`src/rtl/lmac_fifo_rd_framer.sv`:
```
// Pops the LMAC packet FIFO, checks SOP/EOP framing and forwards words as a valid/ready stream
// through a 2-entry skid buffer. Define LMAC_FRAMER_STATS_EN to add packet/drop/error counters.
module lmac_fifo_rd_framer #(
  parameter int DW   = 64,
  parameter int LENW = 14
) (
  input  logic            clk,
  input  logic            reset,
  input  logic            enable,
  output logic            fifo_rden,
  input  logic [DW+1:0]   fifo_dataout,
  input  logic            fifo_rdempty,
  output logic            m_valid,
  input  logic            m_ready,
  output logic [DW-1:0]   m_data,
  output logic            m_sop,
  output logic            m_eop,
  output logic [LENW-1:0] m_len,
  output logic            frm_err
`ifdef LMAC_FRAMER_STATS_EN
  ,
  output logic [31:0]     pkt_cnt,
  output logic [31:0]     drop_cnt,
  output logic [15:0]     err_cnt
`endif
);

  localparam logic [LENW-1:0] LEN_MAX = {LENW{1'b1}};

  typedef enum logic {IDLE, PKT} state_t;

  typedef struct packed {
    logic            sop;
    logic            eop;
    logic [LENW-1:0] len;
    logic [DW-1:0]   data;
  } entry_t;

  state_t          state, state_nxt;
  logic [LENW-1:0] len_q, len_nxt;
  entry_t          head_q, tail_q, cap_entry;
  logic [1:0]      buf_cnt;
  logic            inflight;
  logic            fwd, err, pop;
  logic            w_sop, w_eop;
  logic [2:0]      occ;

  assign pop = m_valid & m_ready;
  assign occ = {1'b0, buf_cnt} + {2'b00, inflight};
  // Only request a word when a buffer slot is guaranteed for it one cycle later.
  assign fifo_rden = enable & ~fifo_rdempty & ~reset & ((occ - {2'b00, pop}) < 3'd2);

  assign w_sop = fifo_dataout[DW];
  assign w_eop = fifo_dataout[DW+1];

  always_ff @(posedge clk) begin
    if (reset) begin
      state <= IDLE;
      len_q <= '0;
    end else begin
      state <= state_nxt;
      len_q <= len_nxt;
    end
  end

  always_comb begin
    state_nxt = state;
    len_nxt   = len_q;
    fwd       = 1'b0;
    err       = 1'b0;
    if (inflight) begin
      if (w_sop) begin
        // A SOP inside a packet means the previous EOP was lost; restart anyway.
        fwd       = 1'b1;
        err       = (state == PKT);
        len_nxt   = LENW'(1);
        state_nxt = w_eop ? IDLE : PKT;
      end else if (state == PKT) begin
        fwd       = 1'b1;
        len_nxt   = (len_q == LEN_MAX) ? len_q : len_q + LENW'(1);
        state_nxt = w_eop ? IDLE : PKT;
      end else begin
        err = 1'b1;
      end
    end
    cap_entry = '{sop: w_sop, eop: w_eop, len: len_nxt, data: fifo_dataout[DW-1:0]};
  end

  // Head keeps its last contents when the buffer drains so m_* stay quiet between packets.
  always_ff @(posedge clk) begin
    if (reset) begin
      head_q   <= '0;
      tail_q   <= '0;
      buf_cnt  <= 2'd0;
      inflight <= 1'b0;
      frm_err  <= 1'b0;
    end else begin
      inflight <= fifo_rden;
      frm_err  <= err;
      case ({fwd, pop})
        2'b01: begin
          if (buf_cnt == 2'd2) head_q <= tail_q;
          buf_cnt <= buf_cnt - 2'd1;
        end
        2'b10: begin
          if (buf_cnt == 2'd0) head_q <= cap_entry;
          else                 tail_q <= cap_entry;
          buf_cnt <= buf_cnt + 2'd1;
        end
        2'b11: begin
          if (buf_cnt == 2'd1) begin
            head_q <= cap_entry;
          end else begin
            head_q <= tail_q;
            tail_q <= cap_entry;
          end
        end
        default: ;
      endcase
    end
  end

  assign m_valid = (buf_cnt != 2'd0);
  assign m_data  = head_q.data;
  assign m_sop   = head_q.sop;
  assign m_eop   = head_q.eop;
  assign m_len   = head_q.len;

`ifdef LMAC_FRAMER_STATS_EN
  always_ff @(posedge clk) begin
    if (reset) begin
      pkt_cnt  <= '0;
      drop_cnt <= '0;
      err_cnt  <= '0;
    end else begin
      if (pop & m_eop)     pkt_cnt  <= pkt_cnt + 32'd1;
      if (inflight & ~fwd) drop_cnt <= drop_cnt + 32'd1;
      if (err)             err_cnt  <= err_cnt + 16'd1;
    end
  end
`endif

endmodule
```
`config.mk`:
```
export PLATFORM = sky130hd
export DESIGN_NAME = lmac_fifo_rd_framer
export DESIGN_NICKNAME = d
export VERILOG_FILES = /design/src/rtl/lmac_fifo_rd_framer.sv
export SDC_FILE = /design/constraint.sdc
export NUM_CORES = 1
export LEC_CHECK = 0
export CAP_MARGIN = 0
export CORE_ASPECT_RATIO = 1.5
export CORE_MARGIN = 2
export CORE_UTILIZATION = 50
export DETAILED_ROUTE_END_ITERATION = 6
export HOLD_SLACK_MARGIN = 0.1
export PLACE_DENSITY = 0.75
export SLEW_MARGIN = 20
export SYNTH_ARGS = -nofsm -noshare
export SYNTH_HDL_FRONTEND = slang
export SYNTH_SLANG_ARGS = --single-unit
```
`constraint.sdc`:
```
create_clock -name clk -period 3.17 [get_ports clk]
set_clock_uncertainty 0.15 [all_clocks]
set_input_delay 0.634 -clock clk [delete_from_list [all_inputs] [get_ports clk]]
set_output_delay 0.634 -clock clk [all_outputs]
set_load 0.005 [all_outputs]
```
# Yosys cells after proc, flatten, opt, wreduce, memory -nomap -nowiden
# Index checks and enable logic that the tools add are counted.
# classes
n_reduce_logical	8
muxes	20
n_lt_le_gt_ge	1
addsub	5
bitwise	7
eq_ne	10
# ops
operator	n
80-bit two-way mux	5
80-bit one-hot mux with 3 select lines	1
80-bit one-hot mux with 2 select lines	1
14-bit two-way mux	4
14-bit by 1-bit adder with 14-bit output, second input constant	1
14-bit equality test, second input constant	1
1-bit two-way mux	8
2-bit inequality test, second input constant	4
2-bit equality test, second input constant	3
3-bit AND reduction	2
2-bit nonzero test	3
1-bit bitwise AND	4
2-bit by 1-bit equality test with 1-bit output, second input constant	2
2-bit one-hot mux with 2 select lines	1
2-bit by 1-bit adder with 3-bit output	1
3-bit by 2-bit less-than comparator with 1-bit output, second input constant	1
1-bit NOT	3
3-bit nonzero test	1
3-bit by 1-bit subtractor with 3-bit output	1
2-bit by 1-bit adder with 2-bit output, second input constant	1
2-bit zero test	1
2-bit OR reduction	1
2-bit by 1-bit subtractor with 2-bit output, second input constant	1
# totals
elab_cells	64
output_inout_bits	83
reg_bits	179
in_bits	71

# Longest topological paths before layout
# Gate-level depths: netlist of run 1.
# depth
ltp_word	7
mapped_depth	13
ltp_nobuf	11

# Worst setup path before layout of run 1
# No wires, ideal clock.
# synth_path
kind	reg2out
start	register buf_cnt[1]
end	output fifo_rden
path_stages_with_launch	11
setup_slack_ns	0.283
arrival_ns	2.103
path_buffers	0
required_ns	2.386
cell_sequence	dfxtp_1 -> inv_1 -> ha_1 -> inv_1 -> nand2_1 -> inv_1 -> ha_1 -> nor2_1 -> fa_1 -> nand2b_1 -> nor4_1
# synth_via
elab_chain_len	5
elab_cells_between_ends	6
cone_classes	add/sub: 2; order compare: 1; bitwise: 2; reduce/logical: 1
# synth_lines
item	line	source
start: declaration	42	logic [1:0] buf_cnt;
start signal: assignment	103	buf_cnt <= buf_cnt - 2'd1;
start signal: assignment	108	buf_cnt <= buf_cnt + 2'd1;
2-bit nonzero test	123	assign m_valid = (buf_cnt != 2'd0);
named net m_valid	13	output logic m_valid,
1-bit bitwise AND	48	assign pop = m_valid & m_ready;
3-bit by 1-bit subtractor with 3-bit output	51	assign fifo_rden = enable & ~fifo_rdempty & ~reset & ((occ - {2'b00, pop}) < 3'd2);
3-bit by 2-bit less-than comparator with 1-bit output	51	
1-bit bitwise AND	51	
end: declaration	10	output logic fifo_rden,
# The timed path passes the listed nets, and every way through them passes these cells.

# Final worst setup path of run 1
# layout_path
start	register buf_cnt[0]
end	output fifo_rden
# layout_via
elab_chain_len	5
elab_cells_between_ends	6
cone_classes	add/sub: 2; order compare: 1; bitwise: 2; reduce/logical: 1
# layout_lines
item	line
parallel branches: the longest is 2 deep, another holds 2-bit by 1-bit adder with 3-bit output	--
3-bit by 1-bit subtractor with 3-bit output *	51
3-bit by 2-bit less-than comparator with 1-bit output *	51
1-bit bitwise AND *	51
# Every way passes the cells marked *.

==> results of run 1 <==
[metrics by stage]
| stage | TNS (ns) | util [%] | area [µm²] | cells | hold slack (ns) |
|---|---|---|---|---|---|
| finish | 0 | 70.7 | 10400 | 1235 | 0.305 |
| global placement | -2.40 | 64.1 | 9390 | 1188 | 0.285 |
| floorplan | 0 | - | 7520 | 860 | 0.275 |
| detailed placement | -7.04 | 64.1 | 9390 | 1188 | 0.296 |
| CTS | -0.0564 | 68.6 | 10100 | 1225 | 0.305 |
| global route | -0.0633 | 70.7 | 10400 | 1235 | 0.324 |
[worst register-to-register path, stage by stage, from the launching register on]
cell      delay [ns]
dfxtp_2         0.34
inv_2           0.05
ha_4            0.16
inv_2           0.06
nand2_2         0.06
buf_4           0.13
buf_4           0.12
buf_4           0.12
buf_4           0.12
buf_4           0.13
buf_4           0.15
ha_4            0.16
nor2b_4         0.14
or3_4           0.51
buf_16          0.19
a221oi_1        0.29
nor3_1          0.08
[layer usage]
layer / track usage [%] / routed length, µm / share of wire, % / vias to the layer above
li1: - / - / - / 3389
met1: 29.7 / 8430 / 39 / 3364
met2: 44.7 / 11500 / 54 / 226
met3: 4.17 / 986 / 4.6 / 29
met4: 7.59 / 428 / 2.0 / 0
met5: 0 / 0 / 0 / -
[layout make-up]
cell class / instances / area share (%)
clock buffers: 18 / 4.23
clock inverters: 13 / 1.39
inverters: 9 / 0.326
multi-input cells: 603 / 35.9
flip-flops and latches: 179 / 34.6
well taps: 196 / 2.36
repair buffers: 217 / 21.2
[cell families after synthesis]
family	after synthesis	synth area share, %
AND/OR/NAND/NOR	375	22.0
multiplexers	5	0.865
adder cells (fa/ha/maj)	11	1.93
flip-flops	179	47.6
buffers and inverters	80	5.87
AO/OA/AOI/OAI	198	20.3
XOR/XNOR	12	1.40
[registers in the layout, indices dropped and copies added (netlist names)]
name,count
m_len,14
tail_q,80
m_eop,1
state,1
frm_err,1
len_q,14
buf_cnt,2
m_sop,1
m_data,64
inflight,1
[synth_stat cells (all sizes together) (2+ instances only)]
| library cell | number | area (µm²) |
|---|---|---|
| and2 | 5 | 37.5 |
| o32ai | 7 | 61.3 |
| xor2 | 9 | 78.8 |
| nand4 | 8 | 56.3 |
| o21a | 2 | 15.0 |
| o22ai | 3 | 18.8 |
| nand3 | 9 | 45.0 |
| o31ai | 2 | 15.0 |
| nor2b | 3 | 26.3 |
| xnor2 | 3 | 26.3 |
| o2bb2ai | 2 | 17.5 |
| mux2i | 3 | 42.5 |
| nand2 | 158 | 593 |
| nor2 | 99 | 372 |
| o21ai | 22 | 114 |
| clkbuf | 36 | 156 |
| nand2b | 4 | 25.0 |
| buf | 35 | 251 |
| inv | 9 | 33.8 |
| mux2 | 2 | 22.5 |
| nor4 | 4 | 37.5 |
| nor3 | 72 | 365 |
| dfxtp | 179 | 3580 |
| ha | 10 | 125 |
| a211oi | 4 | 40.0 |
| and4 | 4 | 37.5 |
| or3 | 5 | 31.3 |
| a221oi | 67 | 774 |
| a21oi | 84 | 424 |
[power by group through the flow]
| stage | Clock (W) | Combinational (W) | Sequential, W |
|---|---|---|---|
| after floorplan | 0 | 0.00179 | 0.00307 |
| after global placement | 0 | 0.00329 | 0.00306 |
| after detailed placement | 0 | 0.00334 | 0.00307 |
| after CTS | 0.00210 | 0.00346 | 0.00303 |
| after global routing | 0.00221 | 0.00417 | 0.00309 |
| final | 0.00208 | 0.00387 | 0.00303 |
[repair_timing]
| item | 4_1_cts | 5_1_grt |
|---|---|---|
| pin swaps | 6 | 9 |
| setup endpoints to repair | 1 | 75 |
| cloned | 0 | 8 |
| setup buffers | 6 | 3 |
| resized for setup | 18 | 30 |
[worst max path at each step]
stage	startpoint	to	slack (ns)
2_1_floorplan	buf_cnt[1]$_SDFFE_PP0P_	fifo_rden	0.28
3_3_place_gp	m_ready	fifo_rden	-0.54
3_5_place_dp	m_ready	fifo_rden	-0.54
4_1_cts	buf_cnt[1]$_SDFFE_PP0P_	fifo_rden	-0.05
5_1_grt	buf_cnt[0]$_SDFFE_PP0P_	fifo_rden	-0.06
6_report	buf_cnt[0]$_SDFFE_PP0P_	fifo_rden	0.05
[cells in the final DEF, fill, tap and decap left out, drive strengths merged, types with 2 or more instances in the layout]
cell type / instances
clkdlybuf4s50: 150
a221oi: 67
o22ai: 3
clkinvlp: 3
nor2b: 3
o32ai: 7
o2bb2ai: 2
ha: 10
nand2b: 4
and2: 5
xnor2: 3
nand4: 8
nor4: 4
buf: 62
o31ai: 2
nor3: 72
a21oi: 84
a211oi: 4
o21ai: 22
xor2: 9
nand2: 158
o21a: 2
nor2: 99
clkbuf: 22
or3: 7
nand3: 9
mux2: 2
and4: 4
dfxtp: 179
inv: 17
mux2i: 3
==> flow_summary.yaml, run 1 <==
outcome:
  status: "finished, final reports clean"
cts:
  cts-root-buf: "clkbuf_16"
  cts_sinks: 179
  ctsHoldBuffers: 0
  numCtsBuffers: 17
  cts_tree: "done"
  clk_pin_slew_ns: 0.06
  insertion_delay_ns: 0.42
  cts_max_path_buffers: 2
  htreeDepth: 4
worst_setup_path:
  path_delay_family: "adder cells"
  r2r_end: "m_data[31]$_SDFFE_PP0P_"
  cp_max_fo: 2
  timing.rr.start: "buf_cnt[0]$_SDFFE_PP0P_"
  crit_type: "reg2out"
  reg2regPathDepth: 16
  crit_cells: 11
  required_ns: 2.39
  start_kind: "flip-flop"
  crit_buf_inv: 4
  r2r_slack_ns: 0.07
  crit_chain: "inv_2, ha_4, inv_2, nand2_2, inv_2, ha_4, nor2_4, fa_1, nand2b_4, nor4_2, buf_2"
  slowest_stage: "fa_1"
  path_common_cell: "inv_2"
  cp.arrival_ns: 2.33
  cpPeakStageDelay_ns: 0.43
  setup.worst_path.end_class: "primary output"
sta:
  fmax_mhz: 321
  setup_viol: 0
  drv_slew: 0
  relSlewSlack_pct: 39.3
  rsz0062_at_grt: "true"
  fin_ws_ns: 0.0549
  fin_crit_ns: 3.12
  tightest_slew_ns: 0.911
  final_hold_viol_count: 0
  min_period_over_period_pct: 98.3
yosys:
  synth_seq_cells: 179
  syn_avg_cell_area_um2: 8.75
  syn_area_mm2: 0.00752
  synth_cells: 860
  synth_nets: 942
  ys_seq_area_share_pct: 47.6
  async_flop_share_pct: 0
  ys_types: 56
  synth_ff_type: "dfxtp_1"
  synth_edf_count: 0
  ys_warn_count: 0
hold_path:
  min_to: "tail_q[22]$_SDFFE_PP0P_"
  hp-start: "tail_q[22]$_SDFFE_PP0P_"
  hold_path_class: "reg2reg"
  holdPathStages: 2
global_route:
  track_usage_pct: 24.6
  grt_pass1_vias: 6508
  antenna_found_initial: 0
  grt_pass1_wl_mm: 32.5
  grt_max_degree: 85
  gr-total-overflow: 0
route:
  drc: 0
  initialDrtViolationCount: 318
  viasPerCell: 5.67
  wl_per_cell_um: 17.3
  ant_nets: 0
  drt_first_pass_iters: 4
  vias: 7008
  drt-total-wl_mm: 21.4
power_and_ir_drop:
  cellPowerDensity_mw_per_mm2: 866
  p_int_w: 0.00595
  comb_power_share_pct: 43.1
  seqPwrFrac_pct: 33.8
  p_clk_share_pct: 23.2
  peakVddDrop_mv: 0.449
  leakagePower_nw: 3.76
  power.switching_w: 0.00303
  power_w: 0.00898
  sw_frac_of_total_pct: 33.7
layout:
  area_growth_pct: 37.8
  area.sequential_mm2: 0.00359
  multi_input_area_mm2: 0.00372
  diodes: 0
  nFillCells: 1188
  nNetsFinal: 1109
  layout-drive-gt1-share_pct: 17.6
floorplan:
  dieArea_mm2: 0.0161
  start_util_pct: 51.3
  io_pins: 154
  die_w_um: 104
  die_h_um: 154
  coreArea_mm2: 0.0147
  rows: 54
placed_design:
  pre_cts_slack_ns: -0.543
  hpwlAfterDp_mm: 13.1
  place.gp.congestion: 0.909
  io_buffers: 153
flow_run:
  max-cap-violations: 0
Note: power is estimated with default switching activity, not from simulation.
==> run 2, diff against run 1 <==
- RECOVER_POWER: default -> 100
- SETUP_SLACK_MARGIN: default -> 0.1
==> flow_summary.yaml, run 2 (synthesis results as in run 1) <==
outcome:
  status: "finished, final reports clean"
floorplan:
  io_pins: 154
  dieArea_mm2: 0.0161
  die_w_um: 104
  die_h_um: 154
  coreArea_mm2: 0.0147
  rows: 54
  start_util_pct: 51.3
cts:
  ctsHoldBuffers: 0
  cts_sinks: 179
  insertion_delay_ns: 0.42
  cts-root-buf: "clkbuf_16"
  numCtsBuffers: 17
  clk_pin_slew_ns: 0.07
  htreeDepth: 4
  cts_tree: "done"
  cts_max_path_buffers: 2
layout:
  nNetsFinal: 1108
  final_cells: 1234
  final_common_cell: "dfxtp_1"
  diodes: 0
  top_register: "tail_q"
  final_cell_mix: "dfxtp_1 (177), nand2_1 (157), nor2_1 (97)"
  layout-drive-gt1-share_pct: 16.8
  nFillCells: 1213
  largest_reg_flops: 80
  area_growth_pct: 36.3
sta:
  drv_slew: 0
  fin_ws_ns: 0.0353
  fmax_mhz: 319
  fin_crit_ns: 3.13
  setup_viol: 0
  final_hold_viol_count: 0
  setup_tns_ns: 0
  relSlewSlack_pct: 38.6
  tightest_slew_ns: 0.921
  min_period_over_period_pct: 98.9
  rsz0062_at_grt: "true"
route:
  initialDrtViolationCount: 378
  drc: 0
  vias: 6968
  wl_per_cell_um: 17.5
  drt_first_pass_iters: 5
  viasPerCell: 5.65
  ant_nets: 0
  drt-total-wl_mm: 21.6
global_route:
  track_usage_pct: 24.8
  antenna_found_initial: 0
  gr-total-overflow: 0
  grt_pass1_vias: 6564
  grt_pass1_wl_mm: 32.8
  grt_max_degree: 85
placed_design:
  io_buffers: 153
  pre_cts_slack_ns: -0.543
  hpwlAfterDp_mm: 13.1
  place.gp.congestion: 0.909
  placed_cells: 1188
power_and_ir_drop:
  seqPwrFrac_pct: 34.7
  leakagePower_nw: 3.93
  p_clk_share_pct: 24.0
  comb_power_share_pct: 41.3
  peakVddDrop_mv: 0.420
  cellPowerDensity_mw_per_mm2: 849
  sw_frac_of_total_pct: 34.7
  power.switching_w: 0.00302
  p_int_w: 0.00569
worst_setup_path:
  crit_type: "reg2reg"
  path_common_cell: "buf_4"
  cpPeakStageDelay_ns: 0.51
  cp_max_fo: 6
  required_ns: 3.29
  crit_chain: "inv_2, ha_4, inv_2, nand2_2, buf_4, buf_4, buf_4, buf_4, buf_4, ha_1, nor2b_4, or3_1, bufbuf_8, a221oi_1, nor3_1"
  setup.worst_path.end_class: "flip-flop"
  cp.arrival_ns: 3.26
  crit_buf_inv: 8
  path_delay_family: "buffers and inverters"
  slowest_stage: "or3_1"
  start_kind: "flip-flop"
hold_path:
  hold_path_class: "reg2reg"
flow_run:
  max-cap-violations: 0
-- run 2: tightest hold or removal path, delay by kind of cell (launching register included) --
| kind | cells | cell delay [ns] |
|---|---|---|
| AOI/OAI and AO/OA | 1 | 0.05 |
| DFF | 1 | 0.31 |
| and+or+nand+nor | 1 | 0.05 |
-- run 2: worst paths after layout --
path	slack, ns	endpoint	start	cells after the start
min	0.30	tail_q[22]$_SDFFE_PP0P_	tail_q[22]$_SDFFE_PP0P_	2
max reg2reg	0.04	m_data[31]$_SDFFE_PP0P_	buf_cnt[0]$_SDFFE_PP0P_	15
min reg2reg	0.30	tail_q[22]$_SDFFE_PP0P_	tail_q[22]$_SDFFE_PP0P_	2
max	0.04	m_data[31]$_SDFFE_PP0P_	buf_cnt[0]$_SDFFE_PP0P_	15
-- run 2: timing repair --
item,in CTS,in global routing
setup endpoints to repair,1,92
resized for setup,30,25
pin swaps,8,9
gates cloned,0,8
setup buffers,6,3
-- run 2: final cells by class --
class | instances | area, µm² | share of cell area, %
multi-input cells | 603 | 3720 | 36.2
flip-flops and latches | 179 | 3590 | 35.0
inverters | 9 | 33.8 | 0.329
clock buffers | 18 | 439 | 4.28
repair buffers | 216 | 2090 | 20.4
clock inverters | 13 | 144 | 1.40
well taps | 196 | 245 | 2.39
-- run 2: layer usage --
metal / wire length, µm / part of all wire (%) / GRT usage, % / vias to the layer above
li1: - / - / - / 3380
met1: 8600 / 40 / 29.6 / 3343
met2: 11600 / 54 / 45.2 / 215
met3: 948 / 4.4 / 4.34 / 30
met4: 413 / 1.9 / 7.79 / 0
met5: 0 / 0 / 0 / -
-- run 2: metrics by stage --
| stage | utilization, % | hold slack, ns | power, W | instance area, µm² |
|---|---|---|---|---|
| 2_1_floorplan | - | 0.275 | 0.00486 | 7520 |
| 3_3_place_gp | 64.1 | 0.285 | 0.00634 | 9390 |
| 3_5_place_dp | 64.1 | 0.296 | 0.00641 | 9390 |
| 4_1_cts | 69.0 | 0.305 | 0.00865 | 10100 |
| 5_1_grt | 70.0 | 0.324 | 0.00919 | 10300 |
| 6_report | 70.0 | 0.304 | 0.00871 | 10300 |
-- run 2: power by group through the flow --
stage	Clock (W)	Sequential, W	Combinational [W]
final	0.00209	0.00302	0.00360
after global routing	0.00221	0.00308	0.00390
after CTS	0.00210	0.00303	0.00351
after detailed placement	0	0.00307	0.00334
after global placement	0	0.00306	0.00329
after floorplan	0	0.00307	0.00179
==> run 3, diff against run 2 <==
--- a/config.mk
+++ b/config.mk
@@ -11,8 +11,10 @@
 export CORE_UTILIZATION = 50
 export DETAILED_ROUTE_END_ITERATION = 6
+export GPL_ROUTABILITY_DRIVEN = 1
 export HOLD_SLACK_MARGIN = 0.1
 export PLACE_DENSITY = 0.75
 export RECOVER_POWER = 100
 export SETUP_SLACK_MARGIN = 0.1
+export SKIP_LAST_GASP = 1
 export SLEW_MARGIN = 20
 export SYNTH_ARGS = -nofsm -noshare
==> constraint.sdc (replaced) <==
create_clock -name clk -period 3.17 [get_ports clk]
set_clock_uncertainty 0.15 [all_clocks]
set_input_delay 0.7925 -clock clk [delete_from_list [all_inputs] [get_ports clk]]
set_output_delay 0.7925 -clock clk [all_outputs]
set_load 0.005 [all_outputs]
==> flow_summary.yaml, run 3 (synthesis results as in run 1) <==
outcome:
  status: "finished with violations"
  failed_checks: "max-capacitance violations, max-slew violations, negative setup slack"
worst_setup_path:
  required_ns: 2.23
  start_kind: "flip-flop"
  crit_type: "reg2out"
  setup.worst_path.end_class: "primary output"
  cp.arrival_ns: 2.41
  cp_max_fo: 2
placed_design:
  hpwlAfterDp_mm: 13.3
  postPlaceCellArea_mm2: 0.00949
  place.gp.congestion: 0.862
  io_buffers: 153
layout:
  largest_reg_flops: 80
  area.sequential_mm2: 0.00359
  final_cell_mix: "dfxtp_1 (177), nand2_1 (157), nor2_1 (96)"
  nFillCells: 1142
  layout-drive-gt1-share_pct: 17.0
  multi_input_area_mm2: 0.00365
  area_growth_pct: 37.8
  nNetsFinal: 1119
  top_register: "tail_q"
  finish.instance_area_mm2: 0.0104
  final_common_cell: "dfxtp_1"
sta:
  fmax_mhz: 298
  min_period_over_period_pct: 106
  rsz0062_at_grt: "true"
  holdWs_ns: 0.306
  tightest_slew_ns: 1.54
  fin_crit_ns: 3.36
  drv_slew: 76
  final_hold_viol_count: 0
  setup_tns_ns: -0.298
  relSlewSlack_pct: -2.81
  fin_ws_ns: -0.186
  setup_viol: 9
cts:
  ctsHoldBuffers: 0
  numCtsBuffers: 17
  cts_sinks: 179
  htreeDepth: 4
  clk_pin_slew_ns: 0.07
  insertion_delay_ns: 0.42
  cts_tree: "done"
  cts_max_path_buffers: 2
  cts-root-buf: "clkbuf_16"
global_route:
  grt_max_degree: 83
  grt_pass1_vias: 6559
  track_usage_pct: 25.4
  grt_pass1_wl_mm: 33.3
  antenna_found_initial: 1
  gr-total-overflow: 0
floorplan:
  die_w_um: 104
  die_h_um: 154
  dieArea_mm2: 0.0161
  io_pins: 154
  start_util_pct: 51.3
  rows: 54
  coreArea_mm2: 0.0147
power_and_ir_drop:
  peakVddDrop_mv: 0.421
  cellPowerDensity_mw_per_mm2: 846
  leakagePower_nw: 3.97
  power_w: 0.00877
flow_run:
  max-cap-violations: 1
route:
  viasPerCell: 5.61
  ant_nets: 0
  drt_first_pass_iters: 5
  vias: 6992
  wl_per_cell_um: 17.1
  drc: 0
  initialDrtViolationCount: 329
  drt-total-wl_mm: 21.3
hold_path:
  hold_path_class: "reg2reg"
==> run 3: final timing paths <==
check | startpoint | end | slack, ns | cells past startpoint
max | buf_cnt[1]$_SDFFE_PP0P_ | fifo_rden | -0.19 | 11
min | tail_q[12]$_SDFFE_PP0P_ | tail_q[12]$_SDFFE_PP0P_ | 0.31 | 2
max reg2reg | buf_cnt[1]$_SDFFE_PP0P_ | m_data[37]$_SDFFE_PP0P_ | -0.04 | 18
min reg2reg | tail_q[12]$_SDFFE_PP0P_ | tail_q[12]$_SDFFE_PP0P_ | 0.31 | 2
==> run 3: cell type report <==
type | count | share of cell area, %
flip-flops and latches | 179 | 34.6
inverters | 9 | 0.326
diodes | 1 | 0.0241
repair buffers | 229 | 21.9
clock buffers | 19 | 4.18
clock inverters | 13 | 1.42
multi-input cells | 601 | 35.2
well taps | 196 | 2.37
==> run 3: per-layer routing <==
| layer | wire, µm | global-route usage (%) |
|---|---|---|
| met1 | 8620 | 30.6 |
| met2 | 11200 | 45.0 |
| met3 | 990 | 4.55 |
| met4 | 519 | 9.91 |
| met5 | 0 | 0 |
==> run 3: critical path: stages (launching register included) <==
cell	delay, ns
dfxtp_2	0.32
inv_2	0.08
ha_4	0.14
inv_2	0.04
nand2_2	0.06
inv_2	0.05
ha_4	0.26
nor2_4	0.04
fa_2	0.39
xnor2_2	0.17
nor4_4	0.27
buf_2	0.16
==> run 3: repair_timing <==
item / in CTS / in global routing
gates resized for setup: 20 / 22
setup endpoints to repair: 1 / 161
cloned: 0 / 3
buffers inserted: 8 / 11
pin swaps: 6 / 5
==> run 3: power by group <==
group | internal (W) | total [W] | switching (W)
registers | 0.00275 | 0.00300 | 0.000254
logic | 0.00193 | 0.00372 | 0.00179
clock network | 0.00111 | 0.00205 | 0.000936
total | 0.00579 | 0.00877 | 0.00298
==> run 3: through the flow <==
| step | util, % | instances | worst slack (ns) |
|---|---|---|---|
| 2_1_floorplan | - | 860 | 0.116 |
| 3_3_place_gp | 64.8 | 1194 | -0.809 |
| 3_5_place_dp | 64.8 | 1194 | -0.845 |
| 4_1_cts | 69.4 | 1234 | -0.220 |
| 5_1_grt | 70.7 | 1246 | -0.277 |
| 6_report | 70.7 | 1247 | -0.186 |
